File: src/rtl/button_debouncer.sv
// Pushbutton conditioner: 2-flop sync, stable-time debounce FSM, press/release pulses, sticky flag.
// Optional per-button saturating press counter when BTN_PRESS_CNT_EN is defined.

module button_debouncer_lane #(
  parameter int DEBOUNCE_CYCLES = 270000,
  parameter int CNT_W           = $clog2(DEBOUNCE_CYCLES + 1)
) (
  input  logic       clk,
  input  logic       rstn,
  input  logic       btn_n,
  input  logic       clr,
  output logic       level,
  output logic       press_pulse,
  output logic       release_pulse,
  output logic       press_flag
`ifdef BTN_PRESS_CNT_EN
  ,
  output logic [7:0] press_count
`endif
);
  typedef enum logic [1:0] {IDLE, PRESS_WAIT, HELD, RELEASE_WAIT} state_t;

  localparam logic [CNT_W-1:0] CNT_LAST = CNT_W'(DEBOUNCE_CYCLES - 1);

  state_t           state;
  logic [CNT_W-1:0] cnt;
  logic             sync1, s;

  always_ff @(posedge clk or negedge rstn) begin
    if (!rstn) begin
      sync1 <= 1'b0;
      s     <= 1'b0;
    end else begin
      sync1 <= ~btn_n;
      s     <= sync1;
    end
  end

  // Output registers are updated on the same edge as the state change,
  // so level/pulses appear exactly when the FSM accepts the new state.
  always_ff @(posedge clk or negedge rstn) begin
    if (!rstn) begin
      state         <= IDLE;
      cnt           <= '0;
      level         <= 1'b0;
      press_pulse   <= 1'b0;
      release_pulse <= 1'b0;
    end else begin
      press_pulse   <= 1'b0;
      release_pulse <= 1'b0;
      case (state)
        IDLE: if (s) begin
          state <= PRESS_WAIT;
          cnt   <= '0;
        end
        PRESS_WAIT: begin
          if (!s) state <= IDLE;
          else if (cnt == CNT_LAST) begin
            state       <= HELD;
            level       <= 1'b1;
            press_pulse <= 1'b1;
          end else cnt <= cnt + 1'b1;
        end
        HELD: if (!s) begin
          state <= RELEASE_WAIT;
          cnt   <= '0;
        end
        RELEASE_WAIT: begin
          if (s) state <= HELD;
          else if (cnt == CNT_LAST) begin
            state         <= IDLE;
            level         <= 1'b0;
            release_pulse <= 1'b1;
          end else cnt <= cnt + 1'b1;
        end
        default: state <= IDLE;
      endcase
    end
  end

  // Set wins over clear so a press coinciding with a software clear is not lost.
  always_ff @(posedge clk or negedge rstn) begin
    if (!rstn) press_flag <= 1'b0;
    else       press_flag <= press_pulse | (press_flag & ~clr);
  end

`ifdef BTN_PRESS_CNT_EN
  always_ff @(posedge clk or negedge rstn) begin
    if (!rstn)                                  press_count <= '0;
    else if (clr)                               press_count <= '0;
    else if (press_pulse && press_count != 8'hFF) press_count <= press_count + 8'd1;
  end
`endif
endmodule

module button_debouncer #(
  parameter int WIDTH           = 1,
  parameter int DEBOUNCE_CYCLES = 270000
) (
  input  logic                 clk,
  input  logic                 rstn,
  input  logic [WIDTH-1:0]     btn_n,
  input  logic [WIDTH-1:0]     clr,
  output logic [WIDTH-1:0]     level,
  output logic [WIDTH-1:0]     press_pulse,
  output logic [WIDTH-1:0]     release_pulse,
  output logic [WIDTH-1:0]     press_flag
`ifdef BTN_PRESS_CNT_EN
  ,
  output logic [8*WIDTH-1:0]   press_count
`endif
);
  localparam int CNT_W = $clog2(DEBOUNCE_CYCLES + 1);

  for (genvar i = 0; i < WIDTH; i++) begin : g_lane
    button_debouncer_lane #(
      .DEBOUNCE_CYCLES(DEBOUNCE_CYCLES),
      .CNT_W          (CNT_W)
    ) u_lane (
      .clk          (clk),
      .rstn         (rstn),
      .btn_n        (btn_n[i]),
      .clr          (clr[i]),
      .level        (level[i]),
      .press_pulse  (press_pulse[i]),
      .release_pulse(release_pulse[i]),
      .press_flag   (press_flag[i])
`ifdef BTN_PRESS_CNT_EN
      ,
      .press_count  (press_count[8*i +: 8])
`endif
    );
  end
endmodule

File: config.mk
export PLATFORM = sky130hd
export DESIGN_NAME = button_debouncer
export DESIGN_NICKNAME = d
export VERILOG_FILES = /design/src/rtl/button_debouncer.sv
export SDC_FILE = /design/constraint.sdc
export NUM_CORES = 1
export LEC_CHECK = 0
export BUFFER_PORTS_ARGS = -buffer_cell sky130_fd_sc_hd__buf_4
export CAP_MARGIN = 0
export CORE_UTILIZATION = 37
export CTS_BUF_LIST = sky130_fd_sc_hd__clkbuf_16
export DETAILED_ROUTE_END_ITERATION = 10
export GPL_ROUTABILITY_DRIVEN = 0
export GPL_TIMING_DRIVEN = 1
export PLACE_DENSITY = 0.61
export SYNTH_ARGS = -nofsm -noshare
export SYNTH_HDL_FRONTEND = slang
export SYNTH_SLANG_ARGS = --single-unit
File: constraint.sdc
create_clock -name clk -period 3.06 [get_ports clk]
set_clock_uncertainty 0.05 [all_clocks]
set_input_delay 0.612 -clock clk [delete_from_list [all_inputs] [get_ports clk]]
set_output_delay 0.612 -clock clk [all_outputs]
set_load 0.1 [all_outputs]
==> metrics.cfg <==
[clock_tree]
cts.clk_slew.worst_paths_ns = 0.06
postCtsResizedCells = 0
clock_sink_count = 27
cts_tree = done
post-cts-setup-buffers = 0
number_of_h_tree_branching_levels = 1
cts.hold.buffers_added = 0
ctsLongestPathBuffers = 2
clk-insertion-delay-late_ns = 0.27
clockRootBuffer = clkbuf_16
cts-buffers-inserted = 3

[drt]
drtIter0Drc = 25
number_of_iterations_in_the_first_detailed_routing_pass = 4
antenna_left = 0
post-route-drc-count = 0
routedWlPerCell_um = 15.2
num_vias = 1219
finalWirelength_um = 3250
via_per_inst = 5.70

[floorplanning]
fp.dieW_um = 64.6
core-area_um2 = 3720
rows = 22
initial_core_util = 0.390
floorplan.die_area_um2 = 4170
chipHeight_um = 64.6
num_io_pins = 8

[sta]
hold_viol = 0
final_min_period_over_clock_period = 0.675
final_period_minus_worst_setup_slack_ns = 2.06
setup_failing_eps_final = 0
worst_slew_margin_rel = 0.272
max_freq_mhz = 484
final.setup.tns_ns = 0
rsz0062_at_grt = no
timing_max_transition_violations_final = 0
fin_worst_hold_slack_ns = 0.199
worst-slew-pin-transition_ns = 1.08

[logic_synthesis]
yosys_warnings = 0
synth_top_area_cell = dfrtp_1
mappedNetlistNets = 165
syn-cell-area_um2 = 1450
yosys_most_used_dff = dfrtp_1
netlist_top_cells_count = dfrtp_1 (27), nand2_1 (24), o21ai_0 (15), nand3_1 (9), nor2_1 (9)
synth-edff-count = 0
post-synth-top-count-cell = dfrtp_1
synth_cells = 160
synth_area_per_cell_um2 = 9.05
seq_area_frac_synth = 0.467
ys_top_cells_by_area = dfrtp_1 (47%), nand2_1 (6.2%), o21ai_0 (5.2%), mux2i_1 (3.5%), nand3_1 (3.1%)
synth_cell_types = 40
synthArstFlopShare = 1.00
synth_top_area_frac = 0.467
synth_register_bits = 27

[setup_path]
path_buf_inv = 1
timing.critical_path.cells = ha_1 -> nand3_1 -> o41ai_2 -> buf_4 -> o2bb2ai_1 -> a31o_2
timing.critical_path.arrival_ns = 2.22
cp-start-kind = flip-flop
setup.worst_path.end_class = flip-flop
critPathTopFamily = compound AO/OA/AOI/OAI gates
slowest_delay_ns = 0.49
r2r.worst_path.cells = 6
critical_path_class = flip-flop to flip-flop
cp.required_ns = 3.22
crit_cells = 6
crit_path_top_delay_cell = o41ai_2
critical_path_peak_fanout = 18

[final_layout]
final_net_count = 172
multi_input_gate_area_in_the_final_layout_um2 = 718
antenna_diodes = 0
seqCellArea_um2 = 676
final_cell_count_no_fill = 214
areaGrowthSynthToFinish_pct = 12.1
fillers = 379
post_route_cells_drive_above_1_share = 0.102

[global_routing]
number_of_global_route_vias_before_repair = 1180
global_route_wire_length_before_repair_um = 5690
grt.met2_usage = 0.291
globalRouteMet1Util = 0.239
grt_max_degree = 28
grt_busiest_layer = met2
overflow = 0
antenna_found_initial = 0
grt_util_met3 = 0.0317
gr-usage-all-layers = 0.183

[power]
finalPower_mw = 0.730
vdd.ir_drop.worst_mv = 0.261
power_leakage_nw = 0.678
power.density_nw_per_um2 = 450

[placement]
dp_hpwl_um = 2260
port-buffer-count = 7
place.detailed.instances = 210

[min_path]
hold_path.class = input port to async pin

[run]
max_cap_viol_count = 0

[run_status]
run_status = completed

-- path summary, 6_finish.rpt --
check | from | to | slack [ns]
max in group asynchronous | rstn | g_lane[0].u_lane.cnt[18]$_DFFE_PN0P_ | 2.51
worst max register to register | g_lane[0].u_lane.cnt[1]$_DFFE_PN0P_ | g_lane[0].u_lane.cnt[7]$_DFFE_PN0P_ | 1.0
worst min-delay path | rstn | g_lane[0].u_lane.cnt[8]$_DFFE_PN0P_ | 0.20
worst min register to register | g_lane[0].u_lane.sync1$_DFF_PN0_ | g_lane[0].u_lane.s$_DFF_PN0_ | 0.30
worst max-delay path | g_lane[0].u_lane.cnt[1]$_DFFE_PN0P_ | g_lane[0].u_lane.cnt[7]$_DFFE_PN0P_ | 1.0
min in group clk | g_lane[0].u_lane.sync1$_DFF_PN0_ | g_lane[0].u_lane.s$_DFF_PN0_ | 0.30
-- layout by cell type (no fill, tap or decap), types with 3 or more instances in the layout --
master and n:
a21oi_1 5, a31oi_1 3, and2_1 3, buf_4 9
clkbuf_16 3, dfrtp_1 27, inv_1 6, mux2i_1 5
nand2_1 24, nand3_1 9, nand3b_1 3, nor2_1 9
nor3_1 5, nor4_1 5, o21ai_0 15, or3_1 3
-- state kept, by name, indices dropped and copies added (netlist names), named ones only --
register / flops
g_lane.u_lane.cnt: 19
g_lane.u_lane.level: 1
g_lane.u_lane.press_flag: 1
g_lane.u_lane.press_pulse: 1
g_lane.u_lane.release_pulse: 1
g_lane.u_lane.s: 1
g_lane.u_lane.state: 1
g_lane.u_lane.sync1: 1
-- layout make-up --
class	instances	area share
multi-input cells	120	0.443
flip-flops and latches	27	0.416
clock buffers	3	0.0463
repair buffers	9	0.0416
well taps	48	0.0370
inverters	6	0.0139
clock inverters	1	0.00231
-- through the flow --
stage	cell area, um^2	setup slack (ns)	utilization
floorplan	1450	1.27	-
global placement	1540	1.07	0.415
detailed placement	1540	1.02	0.415
CTS	1620	1.00	0.437
global route	1620	0.779	0.437
finish	1620	0.996	0.437
-- per-layer routing --
metal,share of wire,vias up
li1,-,599
met1,0.46,595
met2,0.48,20
met3,0.038,5
met4,0.019,0
met5,0,-
-- logic make-up (layout without fill, tap and decap cells) --
logic type	after synthesis	after routing	synth area share
xor gates and xnor gates	2	2	0.0121
DFF	27	27	0.467
AOI/OAI and AO/OA	36	36	0.162
and+or+nand+nor	76	76	0.278
adders and majority gates	1	1	0.00864
buffers and inverters	13	19	0.0372
muxes	5	5	0.0346
-- power by group --
group          switching, mW  total (mW)  internal [mW]
Sequential            0.0186       0.388          0.369
Combinational         0.0282      0.0468         0.0186
Clock                  0.121       0.296          0.175
Power figures use the tool's default switching activity.
